[src/rtl/mem_access_pkg.sv]
// Shared opcodes, FSM states, access sizes and lane helpers for the MEM-stage
// load/store unit.
package mem_access_pkg;

    localparam int unsigned MEM_WORDS_DEFAULT = 512;

    localparam logic [3:0] OP_LB  = 4'b0000;
    localparam logic [3:0] OP_LH  = 4'b0001;
    localparam logic [3:0] OP_LW  = 4'b0011;
    localparam logic [3:0] OP_LBU = 4'b0100;
    localparam logic [3:0] OP_LHU = 4'b0101;
    localparam logic [3:0] OP_SB  = 4'b1000;
    localparam logic [3:0] OP_SH  = 4'b1001;
    localparam logic [3:0] OP_SW  = 4'b1011;

    // Big-endian lane offsets: byte offset 0 is the most significant byte
    localparam logic [1:0] OFF_BYTE0 = 2'd0;
    localparam logic [1:0] OFF_BYTE3 = 2'd3;
    localparam logic [4:0] HALF_HI_SHIFT = 5'd16;
    localparam logic [4:0] HALF_LO_SHIFT = 5'd0;

    typedef enum logic [2:0] {
        ST_IDLE,
        ST_LOAD,
        ST_RMW_RD,
        ST_WRITE,
        ST_RESP
    } state_e;

    typedef enum logic [1:0] {
        SZ_BYTE = 2'b00,
        SZ_HALF = 2'b01,
        SZ_WORD = 2'b11
    } size_e;

    function automatic logic op_legal(input logic [3:0] op);
        case (op)
            OP_LB, OP_LH, OP_LW, OP_LBU, OP_LHU,
            OP_SB, OP_SH, OP_SW: op_legal = 1'b1;
            default:             op_legal = 1'b0;
        endcase
    endfunction

    function automatic size_e op_size(input logic [3:0] op);
        case (op[1:0])
            2'b00:   op_size = SZ_BYTE;
            2'b01:   op_size = SZ_HALF;
            default: op_size = SZ_WORD;
        endcase
    endfunction

    // Bit position of a byte lane's LSB: (3 - offset) * 8
    function automatic logic [4:0] byte_shift(input logic [1:0] off);
        byte_shift = {~off, 3'b000};
    endfunction

    function automatic logic [4:0] half_shift(input logic [1:0] off);
        half_shift = off[1] ? HALF_LO_SHIFT : HALF_HI_SHIFT;
    endfunction

endpackage

[src/rtl/byte_lane_align.sv]
// Combinational lane extraction/extension for loads and lane merge for
// read-modify-write stores on a big-endian word.
module byte_lane_align
    import mem_access_pkg::*;
(
    input  logic [31:0] word_i,
    input  logic [1:0]  offset_i,
    input  logic [1:0]  size_i,
    input  logic        unsigned_i,
    input  logic [15:0] store_data_i,
    output logic [31:0] ext_data_c_o,
    output logic [31:0] merged_c_o
);

    logic [4:0]  shift;
    logic [31:0] mask;
    logic [7:0]  lane_b;
    logic [15:0] lane_h;

    always_comb begin
        shift        = 5'd0;
        mask         = 32'hFFFF_FFFF;
        lane_b       = 8'h00;
        lane_h       = 16'h0000;
        ext_data_c_o = word_i;
        merged_c_o   = word_i;
        case (size_i)
            SZ_BYTE: begin
                shift        = byte_shift(offset_i);
                mask         = 32'h0000_00FF << shift;
                lane_b       = 8'(word_i >> shift);
                ext_data_c_o = unsigned_i ? {24'h0, lane_b} : {{24{lane_b[7]}}, lane_b};
                merged_c_o   = (word_i & ~mask) | (32'(store_data_i[7:0]) << shift);
            end
            SZ_HALF: begin
                shift        = half_shift(offset_i);
                mask         = 32'h0000_FFFF << shift;
                lane_h       = 16'(word_i >> shift);
                ext_data_c_o = unsigned_i ? {16'h0, lane_h} : {{16{lane_h[15]}}, lane_h};
                merged_c_o   = (word_i & ~mask) | (32'(store_data_i) << shift);
            end
            default: begin
                ext_data_c_o = word_i;
                merged_c_o   = word_i;
            end
        endcase
    end

endmodule

[src/rtl/mem_access_unit.sv]
// MEM-stage load/store initiator: drives a word-only data memory and builds
// byte/halfword accesses via lane extraction and read-modify-write.
module mem_access_unit
    import mem_access_pkg::*;
#(
    parameter int unsigned MEM_WORDS = MEM_WORDS_DEFAULT
) (
    input  logic        CLK,
    input  logic        RESET,
    input  logic        Req_Valid,
    output logic        Req_Ready,
    input  logic [3:0]  Op,
    input  logic [31:0] Address,
    input  logic [31:0] Store_Data,
    output logic        Resp_Valid,
    output logic        Resp_Error,
    output logic [31:0] Load_Data,
    output logic [31:0] Mem_Address,
    output logic [31:0] Mem_Write_Data,
    output logic        Mem_MemWrite,
    output logic        Mem_MemRead,
    input  logic [31:0] Mem_Read_data
);

    localparam logic [31:0] ADDR_LIMIT = 32'(4 * MEM_WORDS);

    state_e      state_q;
    size_e       size_q;
    logic        uns_q;
    logic [1:0]  off_q;
    logic [15:0] st_data_q;
    logic        req_ready_q;
    logic        resp_valid_q;
    logic        resp_error_q;
    logic        mem_read_q;
    logic        mem_write_q;
    logic [31:0] load_data_q;
    logic [31:0] mem_addr_q;
    logic [31:0] mem_wdata_q;

    size_e       size_d;
    logic        err_d;
    logic [31:0] ext_data;
    logic [31:0] merged_data;

    // Request decode and the alignment/range/opcode checks done at acceptance
    always_comb begin
        size_d = op_size(Op);
        err_d  = !op_legal(Op)
               || (Address >= ADDR_LIMIT)
               || ((size_d == SZ_HALF) && Address[0])
               || ((size_d == SZ_WORD) && (Address[1:0] != 2'b00));
    end

    byte_lane_align u_align (
        .word_i       (Mem_Read_data),
        .offset_i     (off_q),
        .size_i       (size_q),
        .unsigned_i   (uns_q),
        .store_data_i (st_data_q),
        .ext_data_c_o (ext_data),
        .merged_c_o   (merged_data)
    );

    always_ff @(posedge CLK or posedge RESET) begin
        if (RESET) begin
            state_q      <= ST_IDLE;
            size_q       <= SZ_BYTE;
            uns_q        <= 1'b0;
            off_q        <= 2'b00;
            st_data_q    <= 16'h0000;
            req_ready_q  <= 1'b1;
            resp_valid_q <= 1'b0;
            resp_error_q <= 1'b0;
            mem_read_q   <= 1'b0;
            mem_write_q  <= 1'b0;
            load_data_q  <= 32'h0;
            mem_addr_q   <= 32'h0;
            mem_wdata_q  <= 32'h0;
        end else begin
            resp_valid_q <= 1'b0;
            resp_error_q <= 1'b0;
            case (state_q)
                ST_IDLE: begin
                    if (Req_Valid) begin
                        size_q      <= size_d;
                        uns_q       <= Op[2];
                        off_q       <= Address[1:0];
                        st_data_q   <= Store_Data[15:0];
                        req_ready_q <= 1'b0;
                        if (err_d) begin
                            state_q      <= ST_RESP;
                            resp_valid_q <= 1'b1;
                            resp_error_q <= 1'b1;
                        end else begin
                            mem_addr_q <= {Address[31:2], 2'b00};
                            if (!Op[3]) begin
                                state_q    <= ST_LOAD;
                                mem_read_q <= 1'b1;
                            end else if (size_d == SZ_WORD) begin
                                state_q     <= ST_WRITE;
                                mem_write_q <= 1'b1;
                                mem_wdata_q <= Store_Data;
                            end else begin
                                state_q    <= ST_RMW_RD;
                                mem_read_q <= 1'b1;
                            end
                        end
                    end
                end
                ST_LOAD: begin
                    load_data_q  <= ext_data;
                    mem_read_q   <= 1'b0;
                    mem_addr_q   <= 32'h0;
                    state_q      <= ST_RESP;
                    resp_valid_q <= 1'b1;
                end
                ST_RMW_RD: begin
                    mem_wdata_q <= merged_data;
                    mem_read_q  <= 1'b0;
                    mem_write_q <= 1'b1;
                    state_q     <= ST_WRITE;
                end
                ST_WRITE: begin
                    mem_write_q  <= 1'b0;
                    mem_addr_q   <= 32'h0;
                    state_q      <= ST_RESP;
                    resp_valid_q <= 1'b1;
                end
                ST_RESP: begin
                    state_q     <= ST_IDLE;
                    req_ready_q <= 1'b1;
                end
                default: begin
                    state_q     <= ST_IDLE;
                    req_ready_q <= 1'b1;
                    mem_read_q  <= 1'b0;
                    mem_write_q <= 1'b0;
                    mem_addr_q  <= 32'h0;
                end
            endcase
        end
    end

    assign Req_Ready      = req_ready_q;
    assign Resp_Valid     = resp_valid_q;
    assign Resp_Error     = resp_error_q;
    assign Load_Data      = load_data_q;
    assign Mem_Address    = mem_addr_q;
    assign Mem_Write_Data = mem_wdata_q;
    assign Mem_MemWrite   = mem_write_q;
    assign Mem_MemRead    = mem_read_q;

endmodule

[config.mk]
export PLATFORM = sky130hd
export DESIGN_NAME = mem_access_unit
export DESIGN_NICKNAME = d
export VERILOG_FILES = /design/src/rtl/mem_access_pkg.sv /design/src/rtl/byte_lane_align.sv /design/src/rtl/mem_access_unit.sv
export SDC_FILE = /design/constraint.sdc
export NUM_CORES = 1
export LEC_CHECK = 0
export CAP_MARGIN = 10
export CELL_PAD_IN_SITES_DETAIL_PLACEMENT = 0
export CELL_PAD_IN_SITES_GLOBAL_PLACEMENT = 2
export CORE_MARGIN = 2
export CORE_UTILIZATION = 26
export DETAILED_ROUTE_END_ITERATION = 12
export PLACE_DENSITY = 0.87
export SLEW_MARGIN = 10
export SYNTH_ARGS = -nofsm -noshare
export SYNTH_HDL_FRONTEND = slang
export SYNTH_SLANG_ARGS = --single-unit
[constraint.sdc]
create_clock -name CLK -period 3.8 [get_ports CLK]
set_input_delay 0.76 -clock CLK [delete_from_list [all_inputs] [get_ports CLK]]
set_output_delay 0.76 -clock CLK [all_outputs]
set_load 0.02 [all_outputs]
== Word-level counts from Yosys, hierarchy flattened ==
Memory sizes are Yosys's and may differ from the RTL's.
Cells that the tools add are included.

* Eq/ne operators: 13
* Shifts and indexed selects: 6
* Magnitude comparators: 1
* Mux-type cells: 35
* Reduce and logical (&&, ||, !) cells: 22
* Bitwise logic cells: 11

{| class="wikitable"
|+ Operators with widths
! operator !! number
|-
| two-way mux 32 bit || 8
|-
| case mux 32 bit (2 select lines) || 4
|-
| AND 32 bit || 2
|-
| NOT 32 bit || 2
|-
| bitwise OR 32 bit || 2
|-
| greater-or-equal comparator 32 x 12 -> 1 bit (second input constant) || 1
|-
| << shifter 16 x 5 -> 32 bit || 1
|-
| << shifter 16 x 5 -> 32 bit (first input constant) || 1
|-
| << shifter 8 x 5 -> 32 bit || 1
|-
| << shifter 8 x 5 -> 32 bit (first input constant) || 1
|-
| right shift 32 x 5 -> 16 bit || 1
|-
| right shift 32 x 5 -> 8 bit || 1
|-
| two-way mux 1 bit || 13
|-
| AND reduction 5 bit || 2
|-
| case mux 3 bit (3 select lines) || 1
|-
| != test 2 bit (second input constant) || 4
|-
| OR reduction 2 bit || 4
|-
| equality test 2 x 1 -> 1 bit (second input constant) || 3
|-
| equality test 3 x 2 -> 1 bit (second input constant) || 2
|-
| two-way mux 3 bit || 2
|-
| case mux 1 bit (2 select lines) || 3
|-
| two-way mux 5 bit || 1
|-
| logical NOT 2 bit || 2
|-
| NOT 1 bit || 4
|-
| 17 further kinds || 22
|}

* Bits of input ports: 103
* Register bits: 125
* Memories: 1
* Output and inout bits: 101
* Logic and storage cells: 102
* Bits in read-only memories: 16

{| class="wikitable"
|+ Memories
! name !! depth !! bits a word !! read ports !! clocked after memory_dff !! write ports !! RTL line !! RTL
|-
| (name not given) || 16 || 1 || 1 || 0 || 0 || mem_access_pkg.sv:37 || <nowiki>case (op)</nowiki>
|}

== Longest topological paths before layout ==
* Depth in word-level cells: 9
* Gate-level depth with buffers: 7
* Mapped depth without buffers: 4

== By module ==
Synthesis repeated with hierarchy kept, for this count alone.

* Cells, all modules: 550
* Area total of the unflattened synthesis: 6677.7 µm²

{| class="wikitable"
|+ Modules (own cells, without submodules)
! module !! area an instance (µm²) !! instances !! cells an instance !! seq. area each (µm²)
|-
| mem_access_unit || 5137.4 || 1 || 343 || 3079.2
|-
| byte_lane_align || 1540.2 || 1 || 207 || 0.0
|}

== Worst setup path after synthesis ==
OpenSTA, ideal clock, no wires.

* Path type: input to register
* Start: in Address[22]
* End: reg mem_wdata_q[16] (netlist: Mem_Write_Data[16])
* Setup time: 135 ps
* Buffers on the path: 1
* Data required time: 3665 ps
* Stages on the path: 5
* Path slack: 1768 ps
* Data arrival time: 1897 ps
* Path through: nor4_2 -> nand4_2 -> buf_2 -> o31ai_1 -> a22oi_1

* Longest elaborated chain between the ends: 6

{| class="wikitable"
|+ Ends and longest elaborated chain
! item !! RTL line !! RTL
|-
| start, declared || mem_access_unit.sv:13 || <nowiki>input logic [31:0] Address,</nowiki>
|-
| greater-or-equal comparator 32 x 12 -> 1 bit || mem_access_unit.sv:50 || <nowiki>|| (Address >= ADDR_LIMIT)</nowiki>
|-
| logical OR 1 bit || mem_access_unit.sv:50 ||
|-
| logical OR 1 bit || mem_access_unit.sv:51 || <nowiki>|| ((size_d == SZ_HALF) && Address[0])</nowiki>
|-
| logical OR 1 bit || mem_access_unit.sv:52 || <nowiki>|| ((size_d == SZ_WORD) && (Address[1:0] != 2'b00));</nowiki>
|-
| != test 2 bit (no source line) || -- ||
|-
| AND reduction 5 bit (no source line) || -- ||
|-
| end signal, assigned || mem_access_unit.sv:103 || <nowiki>mem_wdata_q <= Store_Data;</nowiki>
|-
| end signal, assigned || mem_access_unit.sv:119 || <nowiki>mem_wdata_q <= merged_data;</nowiki>
|-
| end, declared || mem_access_unit.sv:39 || <nowiki>logic [31:0] mem_wdata_q;</nowiki>
|}

No other way between the ends.
A chain may end at the register's enable or synchronous reset.

== Worst setup path after layout ==
* Start: in Op[1]
* End: reg mem_wdata_q[11] (netlist: Mem_Write_Data[11])

* Longest elaborated chain between the ends: 8
* Elaborated cells on any way between the ends: 15
* Those cells by class: 5 x eq/ne; 1 x mux; 8 x reduce/logical; 1 x memory

{| class="wikitable"
|+ Ends and longest elaborated chain
! item !! RTL line !! RTL
|-
| start, declared || mem_access_unit.sv:12 || <nowiki>input logic [3:0] Op,</nowiki>
|-
| parallel branches: the longest is 7 deep, another holds memory (16 x 1 bit) || -- ||
|-
| AND reduction 5 bit (no source line) (*) || -- ||
|}

Every way passes the cells marked *.

==> run_results.csv <==
group,metric,value,unit
cts,root_buffer,"clkbuf_16",
route,ant_nets,0,
cts,cts.repair.resized,0,
floorplanning,die_area,26000,µm²
finish,final_area,9310,µm²
timing,tightest_slew_margin_relative_to_the_limit,29.4,%
finish,multi_input_area,3050,µm²
timing,final_period_minus_worst_setup_slack,2.51,ns
logic_synthesis,synth-warning-count,0,
power_and_ir_drop,p_per_area,374,nW/µm²
cts,tritoncts_clock_tree,"yes",
timing,timing.setup.tns,0,ns
floorplanning,starting_density_of_the_core,26.5,%
finish,area.growth.synth_to_final,44.6,%
timing,rsz0062_at_grt,"no",
placement,post-place-ws,0.900,ns
logic_synthesis,synth_edf_count,0,
timing,maxClockFrequency,398,MHz
timing,final.setup_skew,0.00923,ns
timing,setup_viol,0,
placement,dp_hpwl,16700,µm
finish,finalNonFillerCells,1147,
cts,numClockSinks,123,
grt,via_count_of_the_first_global_routing_pass,5742,
cts,clkSlewWorstSetupHoldPaths,0.06,ns
cts,hold_buffers,0,
placement,count_of_buffers_from_port_buffering,201,
route,detailedRoute.firstIterationViolations,513,
worst_setup_path,critPathCaptureType,"flop",
power_and_ir_drop,fin_total_pwr,3.49,mW
route,routed-via-count,5836,
logic_synthesis,postSynthCellCount,633,
floorplanning,die_width,161,µm
worst_setup_path,timing.critical_path.fanout_max,20,
hold_path,timing.hold.worst_path_depth,1,
worst_setup_path,critPathLaunchType,"input port",
outcome,status,"completed",
grt,grt_overflow,0,
worst_setup_path,timing.reg2reg.setup_slack,1.48,ns
worst_setup_path,reg2reg_from,"off_q[1]",
power_and_ir_drop,max-vdd-ir-drop,279,µV
cts,post-cts-setup-buffers,0,
hold_path,hp-start,"Mem_Address[9]",
hold_path,min-delay-path-class,"flop to flop",
placement,gp_routability_congestion,0.789,
finish,final_nets,912,
route,drt-pass1-iter-count,5,
timing,postLayoutSetupSlackWorst,1.29,ns
finish,filler_cells_inserted,2421,
route,postRouteWirelength,22900,µm
cts,clock_tree_buffer_depth,2,
logic_synthesis,ys_ff_latch,123,
cts,htreeDepth,4,
worst_setup_path,worstRegToRegCells,4,
logic_synthesis,synth_top_flop_cell,"dfrtp_1",
route,wl_per_cell,19.9,µm
logic_synthesis,synth_async_sr_flop_share,100,%
flow_run,maxCapViolCount,0,
placement,post_place_instance_area,8730,µm²
logic_synthesis,synthesis.area_per_instance,10.2,µm²
placement,place.detailed.instances,1114,
timing,fin_hold_ws,0.487,ns
power_and_ir_drop,leak,3.81,nW
logic_synthesis,synthDistinctLibCells,55,
floorplanning,rows,57,
worst_setup_path,worst-endpoint-arrival,2.83,ns
timing,final_slew_viol_count,0,
floorplanning,ioPinCount,204,
grt,antenna_violations_before_repair,2,
route,vias_per_cell,5.09,
logic_synthesis,synthesis.area,6440,µm²
timing,hold_viol_final,0,
timing,final.period_utilization,66.0,%
grt,groute.usage.overall,17.4,%
route,remaining_drc_errors,0,
finish,finalCoreUtilization,38.3,%
finish,area.sequential,3080,µm²
cts,total_clock_buffers_created_by_cts,17,
floorplanning,die_h,161,µm
worst_setup_path,cp_data_required_time,4.12,ns
floorplanning,core,24300,µm²
hold_path,timing.hold.worst_endpoint,"Mem_Address[9]",
worst_setup_path,worstReg2RegEnd,"Mem_Write_Data[7]",
finish,drive_gt1_share,13.3,%
cts,worst_skew_late_latency,0.43,ns
logic_synthesis,ys_seq_area_share,47.8,%
timing,tightestPinTransition,1.06,ns
grt,grt_start_max_net_pins,51,
grt,grt_first_pass_wirelength,34700,µm
worst_setup_path,crit_type,"input port to flop",
## synthesized netlist by cell type, types with 2 or more instances
cell / count / area (µm²)
a21oi_1: 50 / 250
buf_4: 7 / 52.6
nand2b_1: 3 / 18.8
and2_1: 25 / 156
dfrtp_1: 122 / 3050
mux2_2: 20 / 225
nor2b_1: 14 / 87.6
a22oi_1: 24 / 180
nor3_1: 24 / 120
nor4_2: 4 / 50.1
a31oi_1: 19 / 119
a211oi_1: 16 / 120
o211a_1: 2 / 20.0
nand3_1: 23 / 115
o21ai_0: 26 / 130
o21bai_1: 22 / 165
nand2_1: 21 / 78.8
nand3b_1: 2 / 15.0
nand3_2: 10 / 100
o31ai_1: 17 / 128
a32o_1: 10 / 100
a311oi_1: 15 / 131
clkbuf_1: 23 / 86.3
nor2_1: 25 / 93.8
buf_6: 2 / 22.5
and3_1: 24 / 150
mux2i_1: 18 / 180
or3b_2: 7 / 61.3
buf_2: 32 / 160
## routing by layer
metal  wire length (µm)  part of all wire (%)  up-vias  GRT usage (%)
met1              10600                    46     2896           24.3
met5                  0                     0        -              0
met3               1730                   7.5       22           6.11
li1                   -                     -     2718              -
met2              10300                    45      200           26.0
met4                270                   1.2        0           4.02
## worst max-delay path, cell delays in order
cell             delay, ns
clkdlybuf4s50_1       0.62
and4bb_1              0.23
buf_4                 0.20
and2_1                0.55
a311oi_1              0.19
a211oi_1              0.27
## registers in the layout (all words and copies together), names as in the netlist
register,count
Resp_Error,1
uns_q,1
Mem_Address,30
Resp_Valid,1
Mem_Write_Data,32
Req_Ready,1
st_data_q,16
Load_Data,32
off_q,2
size_q,2
Mem_MemRead,1
Mem_MemWrite,1
state_q,3
## layout make-up
type	instances	share of cell area (%)
Sequential cell	123	33.1
Multi-Input combinational cell	445	32.7
Timing Repair Buffer	220	23.5
Clock buffer	18	4.72
Tap cell	324	4.35
Clock inverter	14	1.44
Inverter	2	0.121
Antenna cell	1	0.0269
## cells by family (layout without fill, tap and decap cells)
family                 Yosys count  after routing  synth area share (%)
AOI/OAI and AO/OA              209            209                  22.3
and+or+nand+nor                195            195                  18.0
DFF                            123            123                  47.8
buffers and inverters           66            254                  5.11
muxes                           39             39                  6.65
other                            1              3                0.0583
## worst max path at each step
stage	start	endpoint	slack [ns]	depth (start not counted)
after floorplan	RESET	Load_Data[0]	1.53	1
after CTS	Op[1]	Mem_Write_Data[11]	1.30	6
final	Op[1]	Mem_Write_Data[11]	1.29	6
after global placement	Address[29]	Mem_Address[2]	0.90	7
after global routing	Op[3]	Mem_Write_Data[11]	1.15	6
after detailed placement	Address[0]	Mem_Address[2]	0.90	7
## report_power, final
group	total (mW)	internal, mW	switching, mW
registers	1.41	1.35	0.0571
logic	0.502	0.239	0.264
clock network	1.57	0.927	0.648
total	3.49	2.52	0.969
## cells in the final DEF (no fill, tap or decap), drive strengths merged, types with 3 or more instances in the layout
| cell | Yosys | layout |
|---|---|---|
| buf | 41 | 19 |
| inv | 2 | 6 |
| and2 | 25 | 25 |
| o31ai | 17 | 17 |
| dfrtp | 122 | 122 |
| nand2b | 3 | 3 |
| mux2 | 20 | 20 |
| nor2 | 27 | 27 |
| a22oi | 24 | 24 |
| clkinv | 0 | 6 |
| and3 | 24 | 24 |
| a32o | 10 | 10 |
| nor3 | 25 | 25 |
| nand3 | 33 | 33 |
| clkbuf | 23 | 18 |
| o21bai | 22 | 22 |
| a311oi | 15 | 15 |
| clkdlybuf4s50 | 0 | 201 |
| nor2b | 15 | 15 |
| mux2i | 18 | 18 |
| a211oi | 16 | 16 |
| nor4 | 4 | 4 |
| nand2 | 22 | 22 |
| clkinvlp | 0 | 3 |
| a31oi | 19 | 19 |
| o21ai | 27 | 27 |
| a21oi | 51 | 51 |
| or3b | 7 | 7 |
Power figures use the tool's default switching activity.
